File: src/rtl/pq_pkg.sv
// Shared types and constants for the priority-queue self-test sequencer.
package pq_pkg;

  typedef enum logic [2:0] {
    IDLE, START, ADD, FULL, REMOVE, EMPTY, DISPLAY
  } pq_state_t;

  localparam logic [2:0] ERR_NONE  = 3'd0;
  localparam logic [2:0] ERR_ORDER = 3'd1;
  localparam logic [2:0] ERR_COUNT = 3'd2;
  localparam logic [2:0] ERR_SUM   = 3'd3;
  localparam logic [2:0] ERR_TMO   = 3'd4;

  // Galois right-shift feedback mask (x^16 + x^14 + x^13 + x^11 + 1)
  localparam logic [15:0] LFSR_TAPS = 16'hB400;

endpackage

File: src/rtl/pq_auto_ctrl_if.sv
// Handshake bundle between the self-test sequencer and the PQ core.
interface pq_auto_ctrl_if #(
  parameter int KW = 16
);
  logic          enq;
  logic          deq;
  logic [KW-1:0] din;
  logic          ready;
  logic          full;
  logic          empty;
  logic [KW-1:0] dout;
  logic          dout_valid;

  modport ctrl (
    output enq, deq, din,
    input  ready, full, empty, dout, dout_valid
  );

  modport core (
    input  enq, deq, din,
    output ready, full, empty, dout, dout_valid
  );
endinterface

File: src/rtl/pq_lfsr.sv
// 16-bit Galois LFSR key generator; loads seed on reset or load.
module pq_lfsr
  import pq_pkg::*;
(
  input  logic        clk,
  input  logic        rst,
  input  logic        load,
  input  logic        advance,
  input  logic [15:0] seed,
  output logic [15:0] q
);
  logic [15:0] lfsr_q, lfsr_d;

  // next value: reseed wins over a step
  always_comb begin
    lfsr_d = lfsr_q;
    if (load)
      lfsr_d = seed;
    else if (advance)
      lfsr_d = (lfsr_q >> 1) ^ (lfsr_q[0] ? LFSR_TAPS : 16'h0);
  end

  // state register, reset reloads the seed
  always_ff @(posedge clk) begin
    if (!rst) lfsr_q <= seed;
    else      lfsr_q <= lfsr_d;
  end

  assign q = lfsr_q;
endmodule

File: src/rtl/pq_auto_ctrl.sv
// Self-test sequencer: fills the PQ with LFSR keys, drains it, and checks
// max-first ordering, element count and checksum.
module pq_auto_ctrl
  import pq_pkg::*;
#(
  parameter int          KW      = 16,
  parameter int          DEPTH   = 16,
  parameter logic [15:0] SEED    = 16'hACE1,
  parameter int          TIMEOUT = 1024
) (
  input  logic                         clk,
  input  logic                         rst,
  input  logic                         start,
  pq_auto_ctrl_if.ctrl                 pq,
  output logic                         sig_idle,
  output logic                         sig_start,
  output logic                         sig_add,
  output logic                         sig_remove,
  output logic                         sig_display,
  output logic                         sig_full,
  output logic                         sig_empty,
  output logic [$clog2(DEPTH+1)-1:0]   n_added,
  output logic [KW-1:0]                last_key,
  output logic                         pass,
  output logic [2:0]                   err_code
);
  localparam int NW = $clog2(DEPTH+1);
  localparam int SW = KW + $clog2(DEPTH);
  localparam int TW = $clog2(TIMEOUT+1);
  localparam logic [15:0] SEED_NZ = (SEED == 16'h0) ? 16'h1 : SEED;

  pq_state_t       state_q, state_d;
  logic [6:0]      flags_q;
  logic [NW-1:0]   n_add_q, n_add_d, n_rem_q, n_rem_d;
  logic [SW-1:0]   sum_in_q, sum_in_d, sum_out_q, sum_out_d;
  logic [KW-1:0]   prev_q, prev_d, last_q, last_d;
  logic [2:0]      err_q, err_d;
  logic            pass_q, pass_d;
  logic [TW-1:0]   tmo_q, tmo_d;
  logic            out_q, out_d;
  logic            start_q;
  logic            start_rise, enq_c, deq_c, wait_c, lfsr_ld, lfsr_adv;
  logic [15:0]     lfsr_q;
  logic [KW-1:0]   key_c;

  pq_lfsr u_lfsr (
    .clk     (clk),
    .rst     (rst),
    .load    (lfsr_ld),
    .advance (lfsr_adv),
    .seed    (SEED_NZ),
    .q       (lfsr_q)
  );

  assign start_rise = start & ~start_q;
  assign key_c      = KW'(lfsr_q);

  // next-state, datapath updates and PQ requests
  always_comb begin
    state_d   = state_q;
    n_add_d   = n_add_q;
    n_rem_d   = n_rem_q;
    sum_in_d  = sum_in_q;
    sum_out_d = sum_out_q;
    prev_d    = prev_q;
    last_d    = last_q;
    err_d     = err_q;
    pass_d    = pass_q;
    tmo_d     = tmo_q;
    out_d     = out_q;
    enq_c     = 1'b0;
    deq_c     = 1'b0;
    wait_c    = 1'b0;
    lfsr_ld   = 1'b0;
    lfsr_adv  = 1'b0;
    case (state_q)
      IDLE, DISPLAY: if (start_rise) state_d = START;
      START: begin
        n_add_d   = '0;
        n_rem_d   = '0;
        sum_in_d  = '0;
        sum_out_d = '0;
        err_d     = ERR_NONE;
        pass_d    = 1'b0;
        prev_d    = '1;
        tmo_d     = '0;
        out_d     = 1'b0;
        lfsr_ld   = 1'b1;
        state_d   = ADD;
      end
      ADD: begin
        if (pq.full || n_add_q == NW'(DEPTH)) begin
          state_d = FULL;
        end else if (pq.ready) begin
          enq_c    = 1'b1;
          sum_in_d = sum_in_q + SW'(key_c);
          n_add_d  = n_add_q + 1'b1;
          lfsr_adv = 1'b1;
          tmo_d    = '0;
        end else begin
          wait_c = 1'b1;
        end
      end
      FULL: begin
        tmo_d   = '0;
        state_d = REMOVE;
      end
      REMOVE: begin
        if (out_q) begin
          if (pq.dout_valid) begin
            last_d    = pq.dout;
            if (pq.dout > prev_q && err_q == ERR_NONE) err_d = ERR_ORDER;
            prev_d    = pq.dout;
            sum_out_d = sum_out_q + SW'(pq.dout);
            n_rem_d   = n_rem_q + 1'b1;
            out_d     = 1'b0;
            tmo_d     = '0;
          end else begin
            wait_c = 1'b1;
          end
        end else if (pq.empty) begin
          state_d = EMPTY;
        end else if (pq.ready) begin
          deq_c = 1'b1;
          out_d = 1'b1;
          tmo_d = '0;
        end else begin
          wait_c = 1'b1;
        end
      end
      EMPTY: begin
        if (err_q == ERR_NONE) begin
          if (n_rem_q != n_add_q)        err_d = ERR_COUNT;
          else if (sum_out_q != sum_in_q) err_d = ERR_SUM;
        end
        pass_d  = (err_d == ERR_NONE);
        state_d = DISPLAY;
      end
      default: state_d = IDLE;
    endcase
    // stalled cycles in ADD/REMOVE count toward the abort limit
    if (wait_c) begin
      if (tmo_q == TW'(TIMEOUT-1)) begin
        err_d   = ERR_TMO;
        pass_d  = 1'b0;
        state_d = DISPLAY;
      end else begin
        tmo_d = tmo_q + 1'b1;
      end
    end
    // a reset cycle must never emit a request, even mid-run
    if (!rst) begin
      enq_c = 1'b0;
      deq_c = 1'b0;
    end
  end

  // registers; flags are decoded from the next state so they move with it
  always_ff @(posedge clk) begin
    start_q <= start;
    if (!rst) begin
      state_q   <= IDLE;
      flags_q   <= 7'd1 << IDLE;
      n_add_q   <= '0;
      n_rem_q   <= '0;
      sum_in_q  <= '0;
      sum_out_q <= '0;
      prev_q    <= '0;
      last_q    <= '0;
      err_q     <= ERR_NONE;
      pass_q    <= 1'b0;
      tmo_q     <= '0;
      out_q     <= 1'b0;
    end else begin
      state_q   <= state_d;
      flags_q   <= 7'd1 << state_d;
      n_add_q   <= n_add_d;
      n_rem_q   <= n_rem_d;
      sum_in_q  <= sum_in_d;
      sum_out_q <= sum_out_d;
      prev_q    <= prev_d;
      last_q    <= last_d;
      err_q     <= err_d;
      pass_q    <= pass_d;
      tmo_q     <= tmo_d;
      out_q     <= out_d;
    end
  end

  assign pq.enq      = enq_c;
  assign pq.deq      = deq_c;
  assign pq.din      = enq_c ? key_c : '0;

  assign sig_idle    = flags_q[IDLE];
  assign sig_start   = flags_q[START];
  assign sig_add     = flags_q[ADD];
  assign sig_full    = flags_q[FULL];
  assign sig_remove  = flags_q[REMOVE];
  assign sig_empty   = flags_q[EMPTY];
  assign sig_display = flags_q[DISPLAY];
  assign n_added     = n_add_q;
  assign last_key    = last_q;
  assign pass        = pass_q;
  assign err_code    = err_q;
endmodule

File: src/flat_wrapper.sv
// flat-port wrapper written by rule: the top's interface ports become plain ports
module pq_auto_ctrl_flat import pq_pkg::*;
#(
  parameter int          KW      = 16,
  parameter int          DEPTH   = 16,
  parameter logic [15:0] SEED    = 16'hACE1,
  parameter int          TIMEOUT = 1024
)
  (clk, rst, start, sig_idle, sig_start, sig_add, sig_remove, sig_display, sig_full, sig_empty, n_added, last_key, pass, err_code, pq_enq, pq_deq, pq_din, pq_ready, pq_full, pq_empty, pq_dout, pq_dout_valid);
  pq_auto_ctrl_if #(.KW(KW)) pq_i ();
  input  logic clk;
  input  logic rst;
  input  logic start;
  output logic sig_idle;
  output logic sig_start;
  output logic sig_add;
  output logic sig_remove;
  output logic sig_display;
  output logic sig_full;
  output logic sig_empty;
  output logic [$clog2(DEPTH+1)-1:0] n_added;
  output logic [KW-1:0] last_key;
  output logic pass;
  output logic [2:0] err_code;
  output wire logic [$bits(pq_i.enq)-1:0] pq_enq;
  output wire logic [$bits(pq_i.deq)-1:0] pq_deq;
  output wire logic [$bits(pq_i.din)-1:0] pq_din;
  input wire logic [$bits(pq_i.ready)-1:0] pq_ready;
  input wire logic [$bits(pq_i.full)-1:0] pq_full;
  input wire logic [$bits(pq_i.empty)-1:0] pq_empty;
  input wire logic [$bits(pq_i.dout)-1:0] pq_dout;
  input wire logic [$bits(pq_i.dout_valid)-1:0] pq_dout_valid;
  assign pq_enq = pq_i.enq;
  assign pq_deq = pq_i.deq;
  assign pq_din = pq_i.din;
  assign pq_i.ready = pq_ready;
  assign pq_i.full = pq_full;
  assign pq_i.empty = pq_empty;
  assign pq_i.dout = pq_dout;
  assign pq_i.dout_valid = pq_dout_valid;
  pq_auto_ctrl #(.KW(KW), .DEPTH(DEPTH), .SEED(SEED), .TIMEOUT(TIMEOUT)) u_core (.clk(clk), .rst(rst), .start(start), .pq(pq_i), .sig_idle(sig_idle), .sig_start(sig_start), .sig_add(sig_add), .sig_remove(sig_remove), .sig_display(sig_display), .sig_full(sig_full), .sig_empty(sig_empty), .n_added(n_added), .last_key(last_key), .pass(pass), .err_code(err_code));
endmodule
File: config.mk
export PLATFORM = sky130hd
export DESIGN_NAME = pq_auto_ctrl_flat
export DESIGN_NICKNAME = d
export VERILOG_FILES = /design/src/rtl/pq_pkg.sv /design/src/rtl/pq_auto_ctrl_if.sv /design/src/rtl/pq_lfsr.sv /design/src/rtl/pq_auto_ctrl.sv /design/src/flat_wrapper.sv
export SDC_FILE = /design/constraint.sdc
export NUM_CORES = 1
export LEC_CHECK = 0
export BUFFER_PORTS_ARGS = -buffer_cell sky130_fd_sc_hd__buf_2
export CAP_MARGIN = 20
export CORE_MARGIN = 2
export CORE_UTILIZATION = 30
export DETAILED_ROUTE_END_ITERATION = 16
export SYNTH_ARGS = -nofsm -noshare
export SYNTH_HDL_FRONTEND = slang
export SYNTH_SLANG_ARGS = --single-unit
File: constraint.sdc
create_clock -name clk -period 2.65 [get_ports clk]
set_input_delay 0.53 -clock clk [delete_from_list [all_inputs] [get_ports clk]]
set_output_delay 0.53 -clock clk [all_outputs]
set_load 0.01 [all_outputs]
==> reports/results.txt, run 1 <==
Syn_area_per_cell -> 8.343 sq um
Hold Crit Class -> input pin to register
WHS -> 0.2208 ns
Routed wl met2 -> 8215 microns
Leakage -> 3.697 nW
Largest net degree at the start of global routing -> 73
Area delta synth->final -> 21.09%
CP Launch Type -> register
Via count -> 6,429
Slew margin rel. -> 0.6080
Layout Nets -> 1,021
Hold Path Sink -> u_core.start_q$_DFF_P_
Post-DRT Antenna Nets -> 0
Total congestion overflow -> 0
Final WS setup -> 0.07425 ns
Post-route insts no fill -> 1,274
Hold_sp -> start
Met3 wire len -> 677 microns
Outcome -> complete, no violations
Final min period -> 2.576 ns
Yosys cell types -> 72
Post-synthesis adder-cell area fraction -> 0.09951
DR pass1 iterations -> 4
VDD IR-drop max -> 0.4310 mV
Drt initial violations -> 425
Ant diodes -> 0
Gpl congestion -> 0.8113
Cells after DPL -> 1,239
Post-Syn Nets -> 941
Main combinational cell family by area after synthesis -> compound AO/OA/AOI/OAI gates
Clk_lat worst skew -> 0.43 ns
Clock sink count -> 125
Fillcell total -> 2,455
Power Dens Cells -> 533.7 nW/um^2
Simple-Gate Fraction of Synth Area -> 0.2173
Xor and xnor area share after synthesis -> 0.07550
Setup slack, reg-to-reg -> 0.10 ns
Ys async rst share -> 0
Vias in the first global route -> 6,065
Cells after Synth -> 862
Slew Limit Fails -> 0
Die Area -> 25,230 sq um
Ports -> 73
Port Buf Inserts -> 72
Final Instance Area -> 8708 sq um
Worst-Margin Slew -> 0.5732 ns
Pre-CTS setup slack -> -0.07017 ns
Dominant cell type by area after synthesis -> dfxtp_1
Via density per instance -> 5.046
Seq/Total Area, Yosys -> 0.3479
Clock tree buffer depth -> 2
Area contributors post-synth -> dfxtp_1, ha_1, nand2_1, xor2_1, a21boi_0
Drt wl/cell -> 14.81 microns
Die W -> 158.8 microns
Synth warn -> 0
Mux share of post-synthesis cell area -> 0.001392
Period utilisation layout -> 0.9720
Crit-path cells -> or3b_4 > or3_1 > nor3b_2 > buf_2
Crit-path leading delay family -> simple AND/OR/NAND/NOR gates
Crit Reg-Reg Startpoint -> u_core.sum_in_q[0]$_SDFFE_PN0P_
Crit path largest cell delay -> 0.45 ns
Mapped Area -> 7192 sq um
Slowest CP cell -> or3b_4
# rows -> 56
RSZ-0062 raised after global routing -> no
Flops & latches, synth -> 125
Clk pin slew, worst setup/hold paths -> 0.06 ns
Wl on met1 -> 9755 microns
CP Buf/Inv Count -> 1
Root buffer cell -> clkbuf_16
Clk_skew -> 0.008538 ns
Core area -> 23,470 sq um
Drt drc -> 0
CP Data Required Time -> 2.12 ns
First-pass GRT wire length -> 31,300 microns
Final core utilization -> 0.3710
CP Max Fanout -> 12
GRT Total Usage -> 0.1518
Layout cells sized above 1 -> 0.1654
Compound-Gate Fraction of Synth Area -> 0.2229
Initial Util -> 0.3064
Antenna violations before repair -> 1
MaxCap Viol Count -> 0
DP Area -> 8004 sq um
CTS tree -> built
Max layer used -> met5
Fmax achieved -> 0.3882 GHz
Dpl hpwl -> 13,780 microns
Post-Route WL -> 18,870 microns
Hold depth -> 1
Die Y -> 158.8 microns
Post-synth top area share -> 0.3479
CP Capture Type -> output pin
H-tree levels -> 4
Post-synth EDFFs -> 0
TritonCTS buffer count -> 17
Ys flop type -> dfxtp_1
# setup viols final -> 0
Final hold vios -> 0
Worst Path Arrival -> 2.05 ns
WS Path Type -> register to output pin
Reg2reg end -> u_core.sum_in_q[14]$_SDFFE_PN0P_
Reg2Reg Depth -> 8
cell usage in the layout, fill, tap and decap left out, types with 22 or more instances in the layout:
| cell | Yosys | final |
|---|---|---|
| ha_1 | 54 | 53 |
| xnor2_1 | 24 | 24 |
| nand2_1 | 108 | 108 |
| a21boi_0 | 43 | 43 |
| buf_4 | 1 | 23 |
| o21ai_0 | 63 | 63 |
| a21oi_1 | 45 | 44 |
| xor2_1 | 38 | 38 |
| inv_1 | 28 | 28 |
| nor2_1 | 41 | 41 |
| nand3_1 | 44 | 43 |
| buf_2 | 5 | 72 |
| and3_1 | 22 | 22 |
| dfxtp_1 | 125 | 123 |
report_power, final:
part	switching, mW	leakage, nW	total [mW]	internal, mW
Sequential	0.0171	1.01	1.92	1.90
Combinational	0.203	2.40	0.335	0.132
Clock	0.976	0.288	2.39	1.41
Total	1.20	3.70	4.65	3.45
through the flow:
step	power [mW]	TNS, ns
after floorplan	2.179	0
after global placement	2.290	-0.1637
after detailed placement	2.293	-0.1794
after CTS	4.698	0
after global routing	4.832	0
final	4.647	0
cell usage after synthesis (3+ instances only):
master    instances
a21boi_0         43
and2_1           16
dfxtp_1         125
o22ai_1           3
o21a_1            7
a211oi_1         10
o211ai_1          4
nor4_1            6
nand3_1          44
o21ai_1           7
clkbuf_1         27
nand4_1          15
or3_1            10
o41ai_1           6
nand2_1         108
xor2_1           38
or2_2             3
a22o_1            5
nor3_1           10
and3_1           22
nand2b_1          6
buf_1             3
ha_1             54
a21oi_1          45
xnor2_1          24
buf_2             5
nor2b_1          12
a32o_1            5
nor2_2            3
o21ai_0          63
a31oi_1           6
nor2_1           41
a21o_1           12
inv_1            28
routing by layer:
layer / track usage / up-vias
met5: 0 / -
met2: 0.2334 / 94
met3: 0.03814 / 21
met1: 0.2127 / 3055
li1: - / 3257
met4: 0.03545 / 2
worst max-delay path by stage:
| stage | start | to | slack [ns] | depth (start not counted) |
|---|---|---|---|---|
| detailed placement | pq_dout[0] | u_core.sum_out_q[14]$_SDFFE_PN0P_ | -0.07 | 10 |
| finish | u_core.state_q[1]$_SDFF_PN0_ | pq_deq | 0.07 | 4 |
| global placement | pq_dout[0] | u_core.sum_out_q[14]$_SDFFE_PN0P_ | -0.07 | 10 |
| floorplan | u_core.sum_in_q[0]$_SDFFE_PN0P_ | u_core.sum_in_q[14]$_SDFFE_PN0P_ | 0.17 | 8 |
| global route | u_core.state_q[1]$_SDFF_PN0_ | pq_deq | 0.01 | 4 |
| CTS | u_core.sum_in_q[0]$_SDFFE_PN0P_ | u_core.sum_in_q[14]$_SDFFE_PN0P_ | 0.03 | 8 |
state kept, by name (all words and copies together), names as in the netlist:
name,cells
u_core.sum_in_q,20
u_core.sum_out_q,20
u_core.last_key,16
u_core.prev_q,16
u_core.u_lfsr.q,16
u_core.tmo_q,11
u_core.flags_q,7
u_core.n_added,5
u_core.n_rem_q,5
u_core.err_code,3
u_core.state_q,3
u_core.out_q,1
u_core.pass,1
u_core.start_q,1
layout make-up:
class	instances	area [sq um]	area share
clock inverter	15	173.9	0.01997
inverter	28	105.1	0.01207
multi-input combinational	672	4497	0.5164
tap	319	399.1	0.04583
timing repair buffer	98	598.1	0.06868
sequential	125	2510	0.2882
clock buffer	17	425.4	0.04885
cell families (layout without fill, tap and decap cells):
family,after synthesis,after routing
AO/OA/AOI/OAI,241,241
XOR/XNOR,62,62
adder cells (fa/ha/maj),56,56
buffers and inverters,65,158
flip-flops,125,125
multiplexers,1,1
AND/OR/NAND/NOR,312,312
timing repair:
action,4_1_cts,5_1_grt
buffers inserted,0,2
hold buffers,0,0
pin swaps,1,5
gates resized for setup,5,9
endpoints found under the setup margin,19,21
cloned,0,1
No activity file was read; power rests on OpenSTA's default activity.
==> run 2: changes to the inputs <==
--- a/config.mk
+++ b/config.mk
@@ -7,9 +7,12 @@
 export LEC_CHECK = 0
 export BUFFER_PORTS_ARGS = -buffer_cell sky130_fd_sc_hd__buf_2
 export CAP_MARGIN = 20
+export CELL_PAD_IN_SITES_DETAIL_PLACEMENT = 1
+export CELL_PAD_IN_SITES_GLOBAL_PLACEMENT = 1
 export CORE_MARGIN = 2
 export CORE_UTILIZATION = 30
 export DETAILED_ROUTE_END_ITERATION = 16
+export PLACE_DENSITY_LB_ADDON = 0.1
 export SYNTH_ARGS = -nofsm -noshare
 export SYNTH_HDL_FRONTEND = slang
 export SYNTH_SLANG_ARGS = --single-unit
==> reports/results.txt, run 2 (synthesis gave the netlist of run 1 again) <==
Outcome -> complete, no violations
Drt wl/cell -> 16.97 microns
TritonCTS buffer count -> 17
Post-Route WL -> 21,910 microns
Area delta synth->final -> 22.81%
Switching Share -> 0.2407
Initial Util -> 0.3064
Gpl congestion -> 0.8044
Port Buf Inserts -> 72
Ant diodes -> 0
Via density per instance -> 5.056
Final min period -> 2.582 ns
Setup slack, reg-to-reg -> 0.17 ns
Antenna violations before repair -> 0
Most common cell after layout, fill and taps aside -> dfxtp_1
Dpl hpwl -> 16,410 microns
Final hold vios -> 0
Worst Path Arrival -> 2.05 ns
Post-DRT Antenna Nets -> 0
Clock sink count -> 125
Final WS setup -> 0.06761 ns
CP Launch Type -> register
First-pass GRT wire length -> 35,870 microns
Hold Crit Class -> input pin to register
Die Area -> 25,230 sq um
P_int -> 3.649 mW
CP Max Fanout -> 7
Root buffer cell -> clkbuf_16
Multi-input logic area -> 4482 sq um
RSZ-0062 raised after global routing -> no
Comb pwr share -> 0.075
# rows -> 56
Die Y -> 158.8 microns
VDD IR-drop max -> 0.4106 mV
CP Data Required Time -> 2.12 ns
Worst-Margin Slew -> 0.6905 ns
Leakage -> 3.780 nW
Clock tree buffer depth -> 2
Layout cells sized above 1 -> 0.1770
Clk pin slew, worst setup/hold paths -> 0.05 ns
Switching power -> 1.157 mW
Vias in the first global route -> 6,631
Cells after DPL -> 1,259
DR pass1 iterations -> 4
Clk_skew -> 0.009386 ns
Die W -> 158.8 microns
Drt drc -> 0
Largest registers -> u_core.sum_in_q (20), u_core.sum_out_q (20)
H-tree levels -> 4
Flop pwr share -> 0.400
# setup viols final -> 0
Clock power share -> 0.525
Period utilisation layout -> 0.9745
GRT Total Usage -> 0.1773
Power Dens Cells -> 544.1 nW/um^2
Final core utilization -> 0.3763
Post-route insts no fill -> 1,291
Pre-CTS setup slack -> -0.2243 ns
Layout Nets -> 1,038
Largest net degree at the start of global routing -> 38
Slew margin rel. -> 0.5380
Ports -> 73
WS Path Type -> register to output pin
Core area -> 23,470 sq um
Drt initial violations -> 281
Clk_lat worst skew -> 0.42 ns
MaxCap Viol Count -> 0
Slew Limit Fails -> 0
Total congestion overflow -> 0
Commonest cells after routing, fill and taps aside -> dfxtp_1, nand2_1, buf_2
Fillcell total -> 2,795
CTS tree -> built
Via count -> 6,527
CP Capture Type -> output pin
Fmax achieved -> 0.3872 GHz
Post-CTS setup buffer count -> 0
FF/Latch Area -> 2505 sq um
-- run 2: per-layer routing --
metal  routed length, microns  vias to the layer above  track usage
li1                         -                     3285            -
met1                    11010                     3138       0.2433
met2                     9949                       88       0.2852
met3                      715                       16      0.03422
met4                      227                        0      0.04504
met5                        0                        -            0
-- run 2: worst paths after layout --
check | start | end | cells after the start
setup / recovery | u_core.state_q[1]$_SDFF_PN0_ | pq_deq | 4
hold / removal | start | u_core.start_q$_DFF_P_ | 1
setup reg to reg | u_core.u_lfsr.q[0]$_SDFFE_PP1P_ | u_core.sum_in_q[12]$_SDFFE_PN0P_ | 10
hold reg to reg | u_core.tmo_q[10]$_SDFF_PN0_ | u_core.tmo_q[10]$_SDFF_PN0_ | 2
-- run 2: power groups by stage --
stage | combinational, mW | clock [mW] | sequential [mW]
6_report | 0.359 | 2.52 | 1.92
3_3_place_gp | 0.357 | 0 | 1.96
2_1_floorplan | 0.219 | 0 | 1.96
4_1_cts | 0.365 | 2.60 | 1.92
5_1_grt | 0.406 | 2.68 | 1.93
3_5_place_dp | 0.360 | 0 | 1.97
-- run 2: stage by stage --
stage / setup TNS, ns / power (mW) / hold slack, ns / cell area (sq um)
after floorplan: 0 / 2.179 / 0.4162 / 7192
after global placement: -0.6157 / 2.322 / 0.4444 / 8154
after detailed placement: -0.8794 / 2.325 / 0.4498 / 8154
after CTS: 0 / 4.886 / 0.2082 / 8792
after global routing: 0 / 5.013 / 0.2146 / 8832
final: 0 / 4.806 / 0.2298 / 8832
-- run 2: worst max-delay path: stages, from the launching register on --
cell and delay, ns:
dfxtp_2 0.36, or3b_2 0.48, or3_1 0.37, nor3b_2 0.25, buf_2 0.17
-- run 2: repair_timing --
| action | 4_1_cts | 5_1_grt |
|---|---|---|
| gates resized for setup | 1 | 7 |
| setup endpoints to repair | 1 | 27 |
| hold buffers | 0 | 0 |
| pin swaps | 0 | 4 |
| endpoints found under the hold margin | 0 | 0 |
-- run 2: area by class of cell --
class | count | area share
tap | 319 | 0.04519
timing repair buffer | 115 | 0.08018
clock buffer | 19 | 0.05015
sequential | 125 | 0.2836
multi-input combinational | 672 | 0.5074
inverter | 28 | 0.01190
clock inverter | 13 | 0.02153
